## src/rtl/npu_pkg.sv

```systemverilog
// Shared widths, response codes, FSM states and bus payload types for the NPU AXI-Lite bridge.
package npu_pkg;

    localparam int unsigned AXI_A_W         = 32;
    localparam int unsigned AXI_D_W         = 32;
    localparam int unsigned AXI_S_W         = AXI_D_W / 8;
    localparam int unsigned DEF_TIMEOUT_CYC = 256;
    localparam int unsigned TO_CNT_W        = 16;

    localparam logic [1:0] RESP_OKAY   = 2'b00;
    localparam logic [1:0] RESP_SLVERR = 2'b10;

    typedef enum logic [2:0] {
        IDLE,
        WR_REQ,
        WR_RSP,
        RD_REQ,
        RD_RSP
    } state_t;

    // Latched write request presented on the address/data bus.
    typedef struct packed {
        logic [AXI_A_W-1:0] addr;
        logic [AXI_D_W-1:0] data;
        logic [AXI_S_W-1:0] strb;
    } wr_req_t;

endpackage

```

## src/rtl/npu_ad_if.sv

```systemverilog
// Simple address/data bus between the bridge (master) and a register-style slave.
interface npu_ad_if;
    import npu_pkg::*;

    logic               w_valid;
    logic               w_ready;
    logic [AXI_A_W-1:0] w_addr;
    logic [AXI_D_W-1:0] w_data;
    logic [AXI_S_W-1:0] w_strb;
    logic               r_valid;
    logic               r_ready;
    logic               rd_ready;
    logic [AXI_A_W-1:0] r_addr;
    logic [AXI_D_W-1:0] r_data;

    modport master (
        output w_valid, w_addr, w_data, w_strb, r_valid, r_addr, rd_ready,
        input  w_ready, r_ready, r_data
    );

    modport slave (
        input  w_valid, w_addr, w_data, w_strb, r_valid, r_addr, rd_ready,
        output w_ready, r_ready, r_data
    );

endinterface

```

## src/rtl/npu_axil2ad_bridge.sv

```systemverilog
// AXI4-Lite slave to address/data bus master bridge: one transaction in flight,
// round-robin write/read arbitration and a bus-ready timeout answering SLVERR.
module npu_axil2ad_bridge
    import npu_pkg::*;
#(
    parameter int unsigned TIMEOUT_CYC  = DEF_TIMEOUT_CYC,
    parameter bit          RD_PRIO_INIT = 1'b0
) (
    input  logic               clk_i,
    input  logic               arstn_i,
    input  logic               s_awvalid,
    output logic               s_awready,
    input  logic [AXI_A_W-1:0] s_awaddr,
    input  logic               s_wvalid,
    output logic               s_wready,
    input  logic [AXI_D_W-1:0] s_wdata,
    input  logic [AXI_S_W-1:0] s_wstrb,
    output logic               s_bvalid,
    input  logic               s_bready,
    output logic [1:0]         s_bresp,
    input  logic               s_arvalid,
    output logic               s_arready,
    input  logic [AXI_A_W-1:0] s_araddr,
    output logic               s_rvalid,
    input  logic               s_rready,
    output logic [AXI_D_W-1:0] s_rdata,
    output logic [1:0]         s_rresp,
    npu_ad_if.master           m_bus,
    output logic               busy_o
);

    localparam logic [TO_CNT_W-1:0] TO_LAST = TO_CNT_W'(TIMEOUT_CYC - 1);

    state_t              state;
    logic [TO_CNT_W-1:0] to_cnt;
    logic                rd_prio;
    wr_req_t             wr_q;
    logic                w_valid_q;
    logic                r_valid_q;
    logic [AXI_A_W-1:0]  r_addr_q;

    logic wr_pend;
    logic rd_pend;
    logic pick_wr;
    logic to_hit;

    // Arbitration: a write needs both AW and W; ties go to the prioritised side.
    always_comb begin
        wr_pend = s_awvalid && s_wvalid;
        rd_pend = s_arvalid;
        pick_wr = wr_pend && (!rd_pend || !rd_prio);
        to_hit  = (to_cnt == TO_LAST);
    end

    always_ff @(posedge clk_i or negedge arstn_i) begin
        if (!arstn_i) begin
            state     <= IDLE;
            to_cnt    <= '0;
            rd_prio   <= RD_PRIO_INIT;
            wr_q      <= '0;
            w_valid_q <= 1'b0;
            r_valid_q <= 1'b0;
            r_addr_q  <= '0;
            s_awready <= 1'b0;
            s_wready  <= 1'b0;
            s_arready <= 1'b0;
            s_bvalid  <= 1'b0;
            s_bresp   <= '0;
            s_rvalid  <= 1'b0;
            s_rdata   <= '0;
            s_rresp   <= '0;
            busy_o    <= 1'b0;
        end else begin
            unique case (state)
                IDLE: begin
                    // Readies are raised for exactly one cycle; the handshake completes on the next edge.
                    if (s_awready || s_arready) begin
                        s_awready <= 1'b0;
                        s_wready  <= 1'b0;
                        s_arready <= 1'b0;
                        if (s_awready && wr_pend) begin
                            wr_q      <= '{addr: s_awaddr, data: s_wdata, strb: s_wstrb};
                            w_valid_q <= 1'b1;
                            to_cnt    <= '0;
                            rd_prio   <= ~rd_prio;
                            busy_o    <= 1'b1;
                            state     <= WR_REQ;
                        end else if (s_arready && rd_pend) begin
                            r_addr_q  <= s_araddr;
                            r_valid_q <= 1'b1;
                            to_cnt    <= '0;
                            rd_prio   <= ~rd_prio;
                            busy_o    <= 1'b1;
                            state     <= RD_REQ;
                        end
                    end else if (pick_wr) begin
                        s_awready <= 1'b1;
                        s_wready  <= 1'b1;
                    end else if (rd_pend) begin
                        s_arready <= 1'b1;
                    end
                end

                WR_REQ: begin
                    if (w_valid_q && m_bus.w_ready) begin
                        w_valid_q <= 1'b0;
                        s_bvalid  <= 1'b1;
                        s_bresp   <= RESP_OKAY;
                        state     <= WR_RSP;
                    end else if (to_hit) begin
                        w_valid_q <= 1'b0;
                        s_bvalid  <= 1'b1;
                        s_bresp   <= RESP_SLVERR;
                        state     <= WR_RSP;
                    end else begin
                        to_cnt <= to_cnt + TO_CNT_W'(1);
                    end
                end

                WR_RSP: begin
                    if (s_bready) begin
                        s_bvalid <= 1'b0;
                        busy_o   <= 1'b0;
                        state    <= IDLE;
                    end
                end

                RD_REQ: begin
                    if (r_valid_q && m_bus.r_ready) begin
                        r_valid_q <= 1'b0;
                        s_rvalid  <= 1'b1;
                        s_rdata   <= m_bus.r_data;
                        s_rresp   <= RESP_OKAY;
                        state     <= RD_RSP;
                    end else if (to_hit) begin
                        r_valid_q <= 1'b0;
                        s_rvalid  <= 1'b1;
                        s_rdata   <= '0;
                        s_rresp   <= RESP_SLVERR;
                        state     <= RD_RSP;
                    end else begin
                        to_cnt <= to_cnt + TO_CNT_W'(1);
                    end
                end

                RD_RSP: begin
                    if (s_rready) begin
                        s_rvalid <= 1'b0;
                        busy_o   <= 1'b0;
                        state    <= IDLE;
                    end
                end

                default: begin
                    state  <= IDLE;
                    busy_o <= 1'b0;
                end
            endcase
        end
    end

    // rd_ready shares the r_valid register so it can only be high in RD_REQ.
    assign m_bus.w_valid  = w_valid_q;
    assign m_bus.w_addr   = wr_q.addr;
    assign m_bus.w_data   = wr_q.data;
    assign m_bus.w_strb   = wr_q.strb;
    assign m_bus.r_valid  = r_valid_q;
    assign m_bus.r_addr   = r_addr_q;
    assign m_bus.rd_ready = r_valid_q;

endmodule
```

## src/flat_wrapper.sv

```systemverilog
// flat-port wrapper written by rule: the top's interface ports become plain ports
module npu_axil2ad_bridge_flat import npu_pkg::*;
#(
    parameter int unsigned TIMEOUT_CYC  = DEF_TIMEOUT_CYC,
    parameter bit          RD_PRIO_INIT = 1'b0
)
  (clk_i, arstn_i, s_awvalid, s_awready, s_awaddr, s_wvalid, s_wready, s_wdata, s_wstrb, s_bvalid, s_bready, s_bresp, s_arvalid, s_arready, s_araddr, s_rvalid, s_rready, s_rdata, s_rresp, busy_o, m_bus_w_valid, m_bus_w_addr, m_bus_w_data, m_bus_w_strb, m_bus_r_valid, m_bus_r_addr, m_bus_rd_ready, m_bus_w_ready, m_bus_r_ready, m_bus_r_data);
  npu_ad_if m_bus_i ();
  input  logic clk_i;
  input  logic arstn_i;
  input  logic s_awvalid;
  output logic s_awready;
  input  logic [AXI_A_W-1:0] s_awaddr;
  input  logic s_wvalid;
  output logic s_wready;
  input  logic [AXI_D_W-1:0] s_wdata;
  input  logic [AXI_S_W-1:0] s_wstrb;
  output logic s_bvalid;
  input  logic s_bready;
  output logic [1:0] s_bresp;
  input  logic s_arvalid;
  output logic s_arready;
  input  logic [AXI_A_W-1:0] s_araddr;
  output logic s_rvalid;
  input  logic s_rready;
  output logic [AXI_D_W-1:0] s_rdata;
  output logic [1:0] s_rresp;
  output logic busy_o;
  output wire logic [$bits(m_bus_i.w_valid)-1:0] m_bus_w_valid;
  output wire logic [$bits(m_bus_i.w_addr)-1:0] m_bus_w_addr;
  output wire logic [$bits(m_bus_i.w_data)-1:0] m_bus_w_data;
  output wire logic [$bits(m_bus_i.w_strb)-1:0] m_bus_w_strb;
  output wire logic [$bits(m_bus_i.r_valid)-1:0] m_bus_r_valid;
  output wire logic [$bits(m_bus_i.r_addr)-1:0] m_bus_r_addr;
  output wire logic [$bits(m_bus_i.rd_ready)-1:0] m_bus_rd_ready;
  input wire logic [$bits(m_bus_i.w_ready)-1:0] m_bus_w_ready;
  input wire logic [$bits(m_bus_i.r_ready)-1:0] m_bus_r_ready;
  input wire logic [$bits(m_bus_i.r_data)-1:0] m_bus_r_data;
  assign m_bus_w_valid = m_bus_i.w_valid;
  assign m_bus_w_addr = m_bus_i.w_addr;
  assign m_bus_w_data = m_bus_i.w_data;
  assign m_bus_w_strb = m_bus_i.w_strb;
  assign m_bus_r_valid = m_bus_i.r_valid;
  assign m_bus_r_addr = m_bus_i.r_addr;
  assign m_bus_rd_ready = m_bus_i.rd_ready;
  assign m_bus_i.w_ready = m_bus_w_ready;
  assign m_bus_i.r_ready = m_bus_r_ready;
  assign m_bus_i.r_data = m_bus_r_data;
  npu_axil2ad_bridge #(.TIMEOUT_CYC(TIMEOUT_CYC), .RD_PRIO_INIT(RD_PRIO_INIT)) u_core (.clk_i(clk_i), .arstn_i(arstn_i), .s_awvalid(s_awvalid), .s_awready(s_awready), .s_awaddr(s_awaddr), .s_wvalid(s_wvalid), .s_wready(s_wready), .s_wdata(s_wdata), .s_wstrb(s_wstrb), .s_bvalid(s_bvalid), .s_bready(s_bready), .s_bresp(s_bresp), .s_arvalid(s_arvalid), .s_arready(s_arready), .s_araddr(s_araddr), .s_rvalid(s_rvalid), .s_rready(s_rready), .s_rdata(s_rdata), .s_rresp(s_rresp), .m_bus(m_bus_i), .busy_o(busy_o));
endmodule
```

## config.mk

```make
export PLATFORM = sky130hd
export DESIGN_NAME = npu_axil2ad_bridge_flat
export DESIGN_NICKNAME = d
export VERILOG_FILES = /design/src/rtl/npu_pkg.sv /design/src/rtl/npu_ad_if.sv /design/src/rtl/npu_axil2ad_bridge.sv /design/src/flat_wrapper.sv
export SDC_FILE = /design/constraint.sdc
export NUM_CORES = 1
export LEC_CHECK = 0
export ABC_AREA = 1
export BUFFER_PORTS_ARGS = -buffer_cell sky130_fd_sc_hd__buf_2
export CAP_MARGIN = 20
export CORE_ASPECT_RATIO = 0.7
export CORE_MARGIN = 8
export CORE_UTILIZATION = 44
export CTS_CLUSTER_SIZE = 16
export DETAILED_ROUTE_END_ITERATION = 7
export PLACE_DENSITY = 0.83
export SLEW_MARGIN = 30
export SYNTH_ARGS = -nofsm -noshare
export SYNTH_HDL_FRONTEND = slang
export SYNTH_SLANG_ARGS = --single-unit
```

## constraint.sdc

```tcl
create_clock -name clk_i -period 1.55 [get_ports clk_i]
set_input_delay 0.2325 -clock clk_i [delete_from_list [all_inputs] [get_ports clk_i]]
set_output_delay 0.2325 -clock clk_i [all_outputs]
set_load 0.02 [all_outputs]
```

# After elaboration in Yosys (flattened, before gate mapping)
# Index checks and enable logic that the tools add are counted.
# word_totals
reg_bits	163
mem_bits_rw	0
memories	0
romBits	0
latch_bits	0
wordCells	123
# classes
bitwise_logic	3
addsub	1
n_eq_ne	17
muxes	49
shifts	0
div	0
n_mul	0
magnitude_cmp	0
reduce_logical	36
# op_table
cell	count
$mux 16	6
$mux 32	2
$pmux 16 s3	1
$mux 3	9
$mux 1	22
$reduce_bool 2->1	9
$add 16x1->16 const B	1
$eq 16x8->1 const B	1
$pmux 3 s5	1
$reduce_and 3->1	5
$reduce_and 5->1	3
$ne 2x2->1 const B	6
$ne 3x1->1 const B	3
$pmux 1 s2	4
$reduce_and 4->1	2
$eq 3x2->1 const B	2
$logic_and 1x1->1	6
$mux 2	3
$ne 2x1->1 const B	3
$reduce_and 2->1	3
$reduce_and 6->1	1
$pmux 1 s4	1
$eq 3x1->1 const B	1
$eq 3x3->1 const B	1
6 further kinds	10

# Depth between registers and ports, before layout
# logic_depth
word_depth	5
mapped_depth	10
ltp_nobuf	10

# Least setup slack after synthesis
# No wires, ideal clock.
# synth_timing
path_kind	flip-flop to flip-flop
from	reg u_core.s_awready
to	reg u_core.wr_q (netlist bit u_core.m_bus.w_addr[10])
stages_incl_launch_ff	10
synth_period_minus_slack_ps	1528
arrival_time_ps	1411
required_ps	1433
path_slack_ps	22
setup_ps	117
cell_sequence	dfrtp_1 > inv_2 > nor2_2 > inv_1 > nor2_4 > inv_2 > buf_2 > buf_4 > nand2_1 > nand2_1
# synth_between
elab_chain_len	2
# synth_rtl
item	line	rtl
start: declaration	npu_axil2ad_bridge.sv:12	output logic s_awready,
start signal: assignment	npu_axil2ad_bridge.sv:64	s_awready <= 1'b0;
start signal: assignment	npu_axil2ad_bridge.sv:78	s_awready <= 1'b0;
start signal: assignment	npu_axil2ad_bridge.sv:97	s_awready <= 1'b1;
$logic_and 1x1->1 / $logic_or 1x1->1 (equally long branches)	npu_axil2ad_bridge.sv:81, npu_axil2ad_bridge.sv:77	
$reduce_and 3->1 (no line) *	n/a	
end signal: assignment	npu_axil2ad_bridge.sv:82	wr_q <= '{addr: s_awaddr, data: s_wdata, strb: s_wstrb};
end: declaration	npu_axil2ad_bridge.sv:37	wr_req_t wr_q;
# Mark *: on every way between the ends. The rest lies on a longest branch, timed or not.
# A chain may end at the register's enable or synchronous reset.

# Worst setup path after layout
# layout_timing
from	reg u_core.state[1]
to	reg u_core.to_cnt[7]
# layout_between
elab_chain_len	3
# layout_rtl
item	line	rtl
start: declaration	npu_axil2ad_bridge.sv:34	state_t state;
start signal: assignment	npu_axil2ad_bridge.sv:57	state <= IDLE;
start signal: assignment	npu_axil2ad_bridge.sv:87	state <= WR_REQ;
start signal: assignment	npu_axil2ad_bridge.sv:94	state <= RD_REQ;
$eq 3x2->1, or another cell as far along	npu_axil2ad_bridge.sv:74	unique case (state)
$ne 2x2->1 (no line), or another cell as far along	n/a	
$reduce_and 5->1 (no line)	n/a	
end signal: assignment	npu_axil2ad_bridge.sv:116	to_cnt <= to_cnt + TO_CNT_W'(1);
end signal: assignment	npu_axil2ad_bridge.sv:142	to_cnt <= to_cnt + TO_CNT_W'(1);
end: declaration	npu_axil2ad_bridge.sv:35	logic [TO_CNT_W-1:0] to_cnt;
# Several ways; a longest one is shown, not always the timed one.

==> impl_summary.log <==
INFO  metric stdcell_count = 1,296
INFO  metric number_of_buffers_added_by_the_clock_tree_synthesis_step = 17
INFO  metric fp.dieArea = 0.0204 mm^2
INFO  metric hold_path.class = in -> reg
INFO  metric cts_tree = built
INFO  metric layout_worst_path_cycle_share = 99.2%
INFO  metric worst_clock_skew = 0.0125 ns
INFO  metric worstSkewPairLatency = 0.42 ns
INFO  metric rows = 38
INFO  metric clock-sinks = 161
INFO  metric syn-mean-instance-area = 9.37 um^2
INFO  metric worstRegToRegCells = 9
INFO  metric crit_path_frequent_cell = nand2_1
INFO  metric track_usage = 19.5%
INFO  metric hold_violations = 0
INFO  metric hold-worst-slack = 0.0134 ns
INFO  metric start_util = 45.3%
INFO  metric hold-path-cell-count = 3
INFO  metric outcome = finished clean
INFO  metric drt_wl_total = 20,600 um
INFO  metric post_synth_instance_area = 0.00704 mm^2
INFO  metric floorplan.io_pins = 286
INFO  metric final_total_negative_setup_slack = 0 ns
INFO  metric setup.worst_path.class = reg -> reg
INFO  metric clock-root-buffer = clkbuf_16
INFO  metric worstPathArrival = 1.84 ns
INFO  metric max_cap_violations = 0
INFO  metric crit_slowest_cell = dfrtp_2
INFO  metric hpwlAfterDp = 15,100 um
INFO  metric die_w = 167 um
INFO  metric die_height = 122 um
INFO  metric seq_total_area_yosys = 57.3%
INFO  metric synth-seq-cells = 161
INFO  metric h-tree-depth = 4
INFO  metric drt_drc_violations_left = 0
INFO  metric postPlaceCellArea = 0.00900 mm^2
INFO  metric clock_path_buffers = 2
INFO  metric largest_net_degree_at_the_start_of_global_routing = 49
INFO  metric post-place-cells = 1,243
INFO  metric antenna_cells = 0
INFO  metric gp_congestion = 0.831
INFO  metric grt_setup_unrepaired = true
INFO  metric critPathMaxStageDelay = 0.49 ns
INFO  metric cp.required = 1.85 ns
INFO  metric fmax = 650 MHz
INFO  metric hold_start = s_awaddr[23]
INFO  metric port_buffers = 283
INFO  metric reg2reg_setup_slack = 0.01 ns
INFO  metric drv_slew = 0
INFO  metric cell_by_cell_trace_of_the_critical_path = nor2_8, nand3_1, nor2_2, nor2_4, nand2_4, buf_12, inv_2, nand2_1, nand2_1
INFO  metric period_minus_slack = 1.54 ns
INFO  metric core_area = 0.0155 mm^2
INFO  metric final_core_util = 63.4%
INFO  metric final_nets = 1,225
INFO  metric grt_pass1_vias = 6,305
INFO  metric post_synth_inst_count = 751
INFO  metric worst_path_clk_slew = 0.06 ns
INFO  metric holdPathEnd = u_core.m_bus.w_addr[23]
INFO  metric vdd.ir_drop.worst = 1.48 mV
INFO  metric setup.worst_path.end_class = flop
INFO  metric final_layout_size_suffix_gt1_share = 41.3%
INFO  metric grt_antenna_before_repair = 0
INFO  metric timing.rr.start = u_core.state[1]
INFO  metric area_growth_synth_to_finish = 40.1%
INFO  metric postRouteAntennaNets = 0
INFO  metric library_cells_used_by_synthesis = 34
INFO  metric r2r_end = u_core.to_cnt[7]
INFO  metric power_density = 2000 mW/mm^2
INFO  metric grt-ovfl-total = 0
INFO  metric routed_wire_length_per_instance = 15.9 um
INFO  metric leakagePower = 5.61 nW
INFO  metric first_pass_iters = 5
INFO  metric vias_per_cell = 4.80
INFO  metric setup_violations = 0
INFO  metric detail_route.iter0.violations = 329
INFO  metric grt_pass1_wl = 32,100 um
INFO  metric critPathLaunchType = flop
INFO  metric synthesis_warnings = 0
INFO  metric critical_path.max_fanout = 6
INFO  metric route.vias.total = 6,217
INFO  metric post_route_cell_area = 0.00986 mm^2
## worst max path at each step
| stage | start | end | slack, ns |
|---|---|---|---|
| finish | u_core.state[1] | u_core.to_cnt[7] | 0.01 |
| floorplan | u_core.s_awready | u_core.m_bus.w_addr[10] | 0.02 |
| detailed placement | u_core.state[1] | u_core.m_bus.r_addr[5] | -0.03 |
| CTS | u_core.to_cnt[1] | u_core.to_cnt[8] | 0.009 |
| global placement | u_core.state[1] | u_core.m_bus.r_addr[7] | 0.02 |
| global route | u_core.to_cnt[1] | u_core.to_cnt[8] | -0.07 |
## cells by family after synthesis
logic type,Yosys count,share of synthesized area (%)
AOI/OAI and AO/OA,23,2.24
buffers and inverters,68,5.14
muxes,32,6.67
xor gates and xnor gates,5,0.623
adders and majority gates,1,0.178
DFF,161,57.3
and+or+nand+nor,460,27.8
other,1,0.0533
## routing by layer
layer  global-route usage (%)  vias up  part of all wire [%]
met5                        0        -                     0
met4                     5.34        0                   1.1
met3                     6.98       21                   8.1
met2                     33.7      226                    50
met1                     22.8     2952                    41
li1                         -     3018                     -
## area by class of cell
cell class	instances	area, um^2
well taps	200	250
multi-input cells	523	2710
clock buffers	19	433
clock inverters	13	114
inverters	32	125
repair buffers	348	2190
fillers	1288	5690
flip-flops and latches	161	4030
## registers in the layout, indices dropped and copies added, names as in the netlist
| name | count |
|---|---|
| u_core.to_cnt | 16 |
| u_core.m_bus.r_addr | 32 |
| u_core.m_bus.w_valid | 1 |
| u_core.s_awready | 1 |
| u_core.s_rresp | 1 |
| u_core.s_bvalid | 1 |
| u_core.s_rvalid | 1 |
| u_core.state | 3 |
| u_core.m_bus.w_strb | 4 |
| u_core.m_bus.w_data | 32 |
| u_core.rd_prio | 1 |
| u_core.m_bus.r_valid | 1 |
| u_core.s_bresp | 1 |
| u_core.m_bus.w_addr | 32 |
| u_core.busy_o | 1 |
| u_core.s_arready | 1 |
| u_core.s_rdata | 32 |
## cell usage in the layout (no fill, tap or decap), drive strengths merged
cell type and count:
nand2 351, buf 333, dfrtp 161, nand3 61, inv 40, nor2 36
mux2 32, clkbuf 21, o21ai 16, dlygate4sd3 13, nand4 6, nand3b 4
a21oi 4, xor2 3, clkinv 3, nor3 2, xnor2 2, o22ai 2
conb 2, clkinvlp 2, o21a 1, ha 1
## per-stage QoR
step / setup WS [ns] / power (mW)
floorplan: 0.0219 / 12.1
global placement: 0.0155 / 15.0
detailed placement: -0.0250 / 15.3
CTS: 0.00881 / 19.3
global route: -0.0715 / 20.9
finish: 0.0117 / 19.7
## synthesized netlist by cell type
master / number / area [um^2]
o21a_1: 1 / 7.51
nor3_1: 2 / 10.0
o21ai_2: 9 / 78.8
buf_4: 7 / 52.6
conb_1: 1 / 3.75
nand4_1: 6 / 37.5
mux2_2: 3 / 33.8
dfrtp_1: 161 / 4030
buf_2: 16 / 80.1
nand2_1: 341 / 1280
o21ai_1: 5 / 25.0
nand3_2: 3 / 30.0
a21oi_2: 1 / 8.76
inv_1: 26 / 97.6
inv_2: 6 / 22.5
nor2_1: 29 / 109
clkbuf_1: 2 / 7.51
nand2_4: 2 / 22.5
xor2_1: 3 / 26.3
mux2_4: 29 / 435
xnor2_1: 2 / 17.5
a21oi_1: 3 / 15.0
nand3b_1: 4 / 30.0
o21ai_0: 2 / 10.0
nor2_2: 2 / 12.5
nand2_2: 8 / 50.1
buf_1: 3 / 11.3
nor2_4: 3 / 33.8
buf_6: 8 / 90.1
nand3_1: 57 / 285
nand3_4: 1 / 17.5
nor2_8: 2 / 40.0
o22ai_1: 2 / 12.5
ha_1: 1 / 12.5
## what timing repair did
| item | in CTS | in global routing |
|---|---|---|
| hold buffers | 13 | 0 |
| setup buffers | 0 | 5 |
| setup endpoints to repair | 44 | 53 |
| gates resized for setup | 3 | 24 |
| pin swaps | 0 | 6 |
| cloned | 0 | 3 |
| endpoints found under the hold margin | 43 | 0 |
## where the power goes
group / internal (mW) / switching [mW]
logic: 3.49 / 5.26
clock network: 2.10 / 1.80
registers: 5.97 / 1.06
## worst max-delay path, delay by kind of cell (launching register included)
family                 cells  cell delay [ns]
and+or+nand+nor            7             0.76
DFF                        1             0.49
buffers and inverters      2             0.17
Power figures use the tool's default switching activity.
